--- config.mk ---
export PLATFORM = sky130hd
export DESIGN_NAME = tri_setup_queue
export DESIGN_NICKNAME = d
export VERILOG_FILES = /design/src/rtl/tri_setup_queue.sv
export SDC_FILE = /design/constraint.sdc
export NUM_CORES = 2
export LEC_CHECK = 0
export CORE_UTILIZATION = 57
export CTS_BUF_LIST = sky130_fd_sc_hd__clkbuf_16
export DETAILED_ROUTE_END_ITERATION = 12
export HOLD_SLACK_MARGIN = 0.12
export PLACE_DENSITY = 0.77
export SLEW_MARGIN = 20
export SYNTH_ARGS = -nofsm -noshare
export SYNTH_HDL_FRONTEND = slang
export SYNTH_SLANG_ARGS = --single-unit
--- constraint.sdc ---
create_clock -name axi_aclk -period 38.3 [get_ports axi_aclk]
set_input_delay 9.575 -clock axi_aclk [delete_from_list [all_inputs] [get_ports axi_aclk]]
set_output_delay 9.575 -clock axi_aclk [all_outputs]
set_load 0.005 [all_outputs]
--- src/rtl/tri_setup_queue.sv ---
// Triangle setup stage: signed doubled area, culling, iterative 2^FRAC/|area|
// divide, and a show-ahead FIFO feeding the rasterizer.
module tri_setup_queue #(
    parameter int unsigned XW        = 9,
    parameter int unsigned YW        = 8,
    parameter int unsigned ZW        = 16,
    parameter int unsigned CW        = 8,
    parameter int unsigned FRAC      = 24,
    parameter int unsigned INV_W     = 32,
    parameter int unsigned DEPTH     = 4,
    parameter int unsigned CULL_MODE = 0
) (
    input  logic             axi_aclk,
    input  logic             reset,
    input  logic             flush,
    input  logic             in_valid,
    output logic             in_ready,
    input  logic [XW-1:0]    in_v1x,
    input  logic [XW-1:0]    in_v2x,
    input  logic [XW-1:0]    in_v3x,
    input  logic [YW-1:0]    in_v1y,
    input  logic [YW-1:0]    in_v2y,
    input  logic [YW-1:0]    in_v3y,
    input  logic [ZW-1:0]    in_z1,
    input  logic [ZW-1:0]    in_z2,
    input  logic [ZW-1:0]    in_z3,
    input  logic [CW-1:0]    in_color,
    output logic             out_valid,
    input  logic             out_ready,
    output logic [XW-1:0]    out_v1x,
    output logic [XW-1:0]    out_v2x,
    output logic [XW-1:0]    out_v3x,
    output logic [YW-1:0]    out_v1y,
    output logic [YW-1:0]    out_v2y,
    output logic [YW-1:0]    out_v3y,
    output logic [ZW-1:0]    out_z1,
    output logic [ZW-1:0]    out_z2,
    output logic [ZW-1:0]    out_z3,
    output logic [CW-1:0]    out_color,
    output logic [INV_W-1:0] out_inv_area,
    output logic             out_ccw,
    output logic [15:0]      culled_cnt,
    output logic             busy
);
    localparam int unsigned AW   = XW + YW + 2;
    localparam int unsigned PW   = $clog2(DEPTH);
    localparam int unsigned CNTW = PW + 1;
    localparam int unsigned BW   = $clog2(INV_W);

    typedef struct packed {
        logic [XW-1:0] v1x, v2x, v3x;
        logic [YW-1:0] v1y, v2y, v3y;
        logic [ZW-1:0] z1, z2, z3;
        logic [CW-1:0] color;
    } tri_t;

    typedef struct packed {
        tri_t             t;
        logic [INV_W-1:0] inv;
        logic             ccw;
    } entry_t;

    typedef enum logic [1:0] {S_IDLE, S_AREA, S_DIV, S_PUSH} state_t;

    state_t            r_state, w_next_state;
    tri_t              r_tri;
    logic [AW-1:0]     r_div, r_rem;
    logic [INV_W-1:0]  r_quot;
    logic [BW-1:0]     r_bit;
    logic              r_ccw;
    logic [15:0]       r_culled;
    entry_t            r_mem [DEPTH];
    logic [PW-1:0]     r_wr, r_rd;
    logic [CNTW-1:0]   r_count;

    logic signed [AW-1:0] w_x1, w_x2, w_x3, w_y1, w_y2, w_y3, w_area;
    logic [AW-1:0]     w_abs, w_rem_nx;
    logic [AW:0]       w_rem_sh;
    logic              w_cull, w_qbit, w_full, w_push, w_pop;
    entry_t            w_entry, w_head;

    // Signed doubled area; intermediate terms may wrap, the final sum fits in AW bits
    always_comb begin
        w_x1   = signed'(AW'(r_tri.v1x));
        w_x2   = signed'(AW'(r_tri.v2x));
        w_x3   = signed'(AW'(r_tri.v3x));
        w_y1   = signed'(AW'(r_tri.v1y));
        w_y2   = signed'(AW'(r_tri.v2y));
        w_y3   = signed'(AW'(r_tri.v3y));
        w_area = w_x1 * (w_y2 - w_y3) + w_x2 * (w_y3 - w_y1) + w_x3 * (w_y1 - w_y2);
        w_abs  = w_area[AW-1] ? unsigned'(-w_area) : unsigned'(w_area);
        w_cull = (w_area == '0)
              || ((CULL_MODE == 32'd1) && w_area[AW-1])
              || ((CULL_MODE == 32'd2) && !w_area[AW-1]);
    end

    // One restoring step; dividend 2^FRAC has a single set bit at index FRAC
    always_comb begin
        w_rem_sh = {r_rem, (r_bit == BW'(FRAC))};
        w_qbit   = (w_rem_sh >= {1'b0, r_div});
        w_rem_nx = w_qbit ? AW'(w_rem_sh - {1'b0, r_div}) : AW'(w_rem_sh);
    end

    always_ff @(posedge axi_aclk or posedge reset) begin
        if (reset) r_state <= S_IDLE;
        else       r_state <= w_next_state;
    end

    always_comb begin
        w_next_state = r_state;
        if (flush) begin
            w_next_state = S_IDLE;
        end else begin
            case (r_state)
                S_IDLE:  if (in_valid) w_next_state = S_AREA;
                S_AREA:  w_next_state = w_cull ? S_IDLE : S_DIV;
                S_DIV:   if (r_bit == '0) w_next_state = S_PUSH;
                S_PUSH:  if (w_push) w_next_state = S_IDLE;
                default: w_next_state = S_IDLE;
            endcase
        end
    end

    // A full FIFO still takes the push when its head leaves in the same cycle
    always_comb begin
        in_ready  = 1'b0;
        busy      = 1'b0;
        out_valid = 1'b0;
        w_full    = 1'b0;
        w_pop     = 1'b0;
        w_push    = 1'b0;
        out_valid = (r_count != '0);
        w_full    = (r_count == CNTW'(DEPTH));
        w_pop     = out_valid && out_ready;
        w_push    = (r_state == S_PUSH) && (!w_full || w_pop);
        in_ready  = (r_state == S_IDLE);
        busy      = (r_state != S_IDLE) || out_valid;
    end

    always_ff @(posedge axi_aclk or posedge reset) begin
        if (reset) begin
            r_tri    <= '0;
            r_div    <= '0;
            r_rem    <= '0;
            r_quot   <= '0;
            r_bit    <= '0;
            r_ccw    <= 1'b0;
            r_culled <= '0;
        end else if (!flush) begin
            case (r_state)
                S_IDLE: if (in_valid) begin
                    r_tri.v1x   <= in_v1x;
                    r_tri.v2x   <= in_v2x;
                    r_tri.v3x   <= in_v3x;
                    r_tri.v1y   <= in_v1y;
                    r_tri.v2y   <= in_v2y;
                    r_tri.v3y   <= in_v3y;
                    r_tri.z1    <= in_z1;
                    r_tri.z2    <= in_z2;
                    r_tri.z3    <= in_z3;
                    r_tri.color <= in_color;
                end
                S_AREA: if (w_cull) begin
                    if (r_culled != 16'hFFFF) r_culled <= r_culled + 16'd1;
                end else begin
                    r_div <= w_abs;
                    r_ccw <= !w_area[AW-1];
                    r_rem <= '0;
                    r_bit <= BW'(INV_W - 1);
                end
                S_DIV: begin
                    r_rem  <= w_rem_nx;
                    r_quot <= {r_quot[INV_W-2:0], w_qbit};
                    r_bit  <= r_bit - BW'(1);
                end
                default: ;
            endcase
        end
    end

    assign w_entry = {r_tri, r_quot, r_ccw};

    // Entries are cleared on reset so the head fields read zero
    always_ff @(posedge axi_aclk or posedge reset) begin
        if (reset) begin
            r_wr    <= '0;
            r_rd    <= '0;
            r_count <= '0;
            for (int unsigned i = 0; i < DEPTH; i++) r_mem[PW'(i)] <= '0;
        end else if (flush) begin
            r_wr    <= '0;
            r_rd    <= '0;
            r_count <= '0;
        end else begin
            if (w_push) begin
                r_mem[r_wr] <= w_entry;
                r_wr        <= r_wr + PW'(1);
            end
            if (w_pop) r_rd <= r_rd + PW'(1);
            if (w_push && !w_pop)      r_count <= r_count + CNTW'(1);
            else if (!w_push && w_pop) r_count <= r_count - CNTW'(1);
        end
    end

    assign w_head       = r_mem[r_rd];
    assign out_v1x      = w_head.t.v1x;
    assign out_v2x      = w_head.t.v2x;
    assign out_v3x      = w_head.t.v3x;
    assign out_v1y      = w_head.t.v1y;
    assign out_v2y      = w_head.t.v2y;
    assign out_v3y      = w_head.t.v3y;
    assign out_z1       = w_head.t.z1;
    assign out_z2       = w_head.t.z2;
    assign out_z3       = w_head.t.z3;
    assign out_color    = w_head.t.color;
    assign out_inv_area = w_head.inv;
    assign out_ccw      = w_head.ccw;
    assign culled_cnt   = r_culled;
endmodule

==> summary by stage <==
Critical path
STA classifies the critical path endpoint as an output port. Data on the critical path arrives at its endpoint at 4150 ps. Counting cells, the worst reg-to-reg path comes to 33. Along the worst path, the maximum fanout reaches 41. By startpoint and endpoint, the worst setup path is classified as flip-flop to output port. STA puts the critical path data required time at 28720 ps.

The kind of launch point of the worst setup path is a flip-flop.

Detailed routing
The residual DRC count is 0. The final wirelength is 96400 um. The number of iterations in the first detailed-routing pass is 5.

The via total after detailed routing is 26400. The number of vias per cell after detailed routing is 5.78. After the first detailed-routing iteration, the DRC count stood at 1780. The detail route stage leaves a number of antenna-violating nets equal to 0.

In the final routed layout, each cell accounts on average for 21.1 um.

Floorplan
The floorplan step set the die height to 277 um. The total die area is 0.0770 mm^2. The die width is 277 um. In this run the count of I/O pins placed on the die edge is 271. The core box area is 0.0747 mm^2. The effective utilization at floorplan is 57.9%. The row count is 100.

STA
The worst path needs 13720 ps of the cycle, external delays included. Setup repair after global routing left no endpoint under its margin. The worst path uses 35.8% of the clock period. The number of pins exceeding their max-slew limit in the final report is 0.

The relative slew slack is 24.4%. The setup TNS after final layout is 0 ps. The number of endpoints with negative hold slack in the final report is 0. Timing would allow up to 72.9 MHz. At the pin with the least slew margin, the transition time is 1130 ps. Between clock sinks in the finished design, the worst skew comes to 39.4 ps. The number of setup violations in the final report is 0.

Logic synthesis
Counting flops with an async set or reset pin after synthesis yields a share of 100%. Synthesis produced a netlist whose cell count is 3327. Synthesis produced a netlist with a net count of 3830.

The count of flip-flops with a built-in enable after synthesis is 0. For this run, the number of Yosys warnings is 0. In this run, distinct cell masters in the synthesized netlist total 77.

The number of storage elements in the synthesis netlist is 768. The average cell area after synthesis is 13.0 um^2. Sequential cells were found to cover 44.4% of the synthesized design area.

Summing every instance area after synthesis gives 0.0432 mm^2. For this run, the leading register cell type out of synthesis is sky130_fd_sc_hd__dfrtp_1.

Clock network
The clock tree from TritonCTS is done. CTS built an H-tree with a depth of 3. The number of setup buffers added after CTS is 0. Post-CTS repair changed the size of 0 cells.

Buffers inserted to repair hold after CTS numbered 0. The total clock sinks is 768. The clock-pin slew on the worst setup and hold paths is 60 ps. The number of buffers created by CTS is 80. The cell at the root of the clock tree is sky130_fd_sc_hd__clkbuf_16. The insertion delay to the later sink of the worst-skew pair is 640 ps.

Counting along the longest clock path gives a buffer depth of 3.

GRT
The number of global-route vias before repair is 27900. The initial antenna violation count was 6. The first-pass GRT wire length is 157000 um.

Entering global routing, the biggest net connects 136 pins. For this run the aggregate overflow at the end of global routing stands at 0. The global-route usage over all layers is 25.9%.

Layout
After routing the design area is 0.0493 mm^2. The fraction of layout cells with a size suffix above 1 is 26.6%. From synthesis to final layout, the design area changed by 14.0%.

The leading cell type in the layout, fill and taps excluded is sky130_fd_sc_hd__dfrtp_1. In the layout the commonest cells are 766 x sky130_fd_sc_hd__dfrtp_1, 643 x sky130_fd_sc_hd__mux2_2, 337 x sky130_fd_sc_hd__inv_1, 270 x sky130_fd_sc_hd__clkdlybuf4s50_1, 246 x sky130_fd_sc_hd__nand2_1. The count of nets after finishing is 4045. After the flow finishes, the layout carries non-filler instances totaling 4576.

Place
Counting tap cells, the placed design contains a total of 4429 instances. At the end of routability-driven placement, the weighted congestion stood at 0.863. Detailed placement ended at an HPWL of 65800 um. The standard cell area after detailed placement is 0.0467 mm^2. The number of port buffers is 270.

Run status
The flow ran to the end, and the final reports show no timing, DRC or antenna violations.

Worst hold path
The type of the worst min-delay path is flip-flop to flip-flop. The worst hold path depth is 1.

Run
The number of max-cap violations is 0.
[registers in the layout, indices dropped and copies added, names as in the netlist]
signal      flops
r_mem         560
r_ccw           1
r_wr            2
r_div          19
r_quot         32
r_rd            2
r_state         2
r_rem          19
r_tri         107
r_count         3
culled_cnt     16
r_bit           5
[final cells by class]
cell class	count	area, um^2
Timing Repair Buffer	299	2930
Multi-Input combinational cell	2078	22200
Clock buffer	80	2000
Inverter	315	1190
Clock inverter	66	553
Antenna cell	1	2.50
Tap cell	969	1210
Sequential cell	768	19200
Fill cell	5422	25400
[Yosys cell counts, types with 18 or more instances]
library cell               count  area, um^2
sky130_fd_sc_hd__a21o_1       18         135
sky130_fd_sc_hd__o21ai_0      46         230
sky130_fd_sc_hd__fa_1        215        4300
sky130_fd_sc_hd__dfrtp_1     768       19200
sky130_fd_sc_hd__clkbuf_1     84         315
sky130_fd_sc_hd__xnor2_1      40         350
sky130_fd_sc_hd__mux2_2      643        7240
sky130_fd_sc_hd__inv_1       315        1180
sky130_fd_sc_hd__buf_2        42         210
sky130_fd_sc_hd__nand2_1     246         923
sky130_fd_sc_hd__nand2b_1     46         288
sky130_fd_sc_hd__buf_1        37         139
sky130_fd_sc_hd__a21oi_1      52         260
sky130_fd_sc_hd__and2_1       97         607
sky130_fd_sc_hd__ha_1        176        2200
sky130_fd_sc_hd__nor2b_1      31         194
sky130_fd_sc_hd__xor2_1       38         333
sky130_fd_sc_hd__nor2_1       81         304
sky130_fd_sc_hd__mux4_2      140        3150
[routing by layer]
layer | global-route usage, % | wire, um
met2 | 42.7 | 47200
met5 | 0 | 42
met1 | 35.9 | 41800
met4 | 6.95 | 2400
met3 | 4.32 | 4940
[worst paths after layout]
kind,startpoint,end,slack [ps]
max in group asynchronous,reset,r_mem[400]$_DFFE_PP0P_,25610
max reg2reg,r_tri[57]$_DFFE_PP0P_,r_div[12]$_DFFE_PP0P_,28040
min,culled_cnt[7]$_DFFE_PP0P_,culled_cnt[7]$_DFFE_PP0P_,490
max,r_rd[0]$_DFFE_PP0P_,out_z1[2],24580
min in group asynchronous,reset,r_mem[426]$_DFFE_PP0P_,9550
min reg2reg,culled_cnt[7]$_DFFE_PP0P_,culled_cnt[7]$_DFFE_PP0P_,490
[stage by stage]
| stage | hold WS [ps] | utilization, % | setup slack, ps |
|---|---|---|---|
| after floorplan | 458 | - | 7170 |
| after global placement | 471 | 62.6 | 24750 |
| after CTS | 493 | 66.0 | 24360 |
| final | 492 | 66.0 | 24580 |
| after detailed placement | 486 | 62.6 | 24760 |
| after global routing | 509 | 66.0 | 24230 |
[logic make-up (layout without fill, tap and decap cells)]
group	count (synthesis)	after routing	share of synthesized area [%]
other	0	1	0
buffers and inverters	481	760	4.34
XOR/XNOR	80	80	1.67
AO/OA/AOI/OAI	208	208	3.14
multiplexers	805	805	24.6
flip-flops	768	768	44.4
adder cells (fa/ha/maj)	391	391	15.0
AND/OR/NAND/NOR	594	594	6.79
[critical path, stage by stage (launching register included)]
cell	delay, ps
sky130_fd_sc_hd__dfrtp_4	930
sky130_fd_sc_hd__buf_4	620
sky130_fd_sc_hd__buf_4	780
sky130_fd_sc_hd__mux4_2	620
sky130_fd_sc_hd__clkdlybuf4s50_1	480
Power is not shown: default switching activity piles up to over one toggle a cycle in this logic, so the estimate is an artifact.
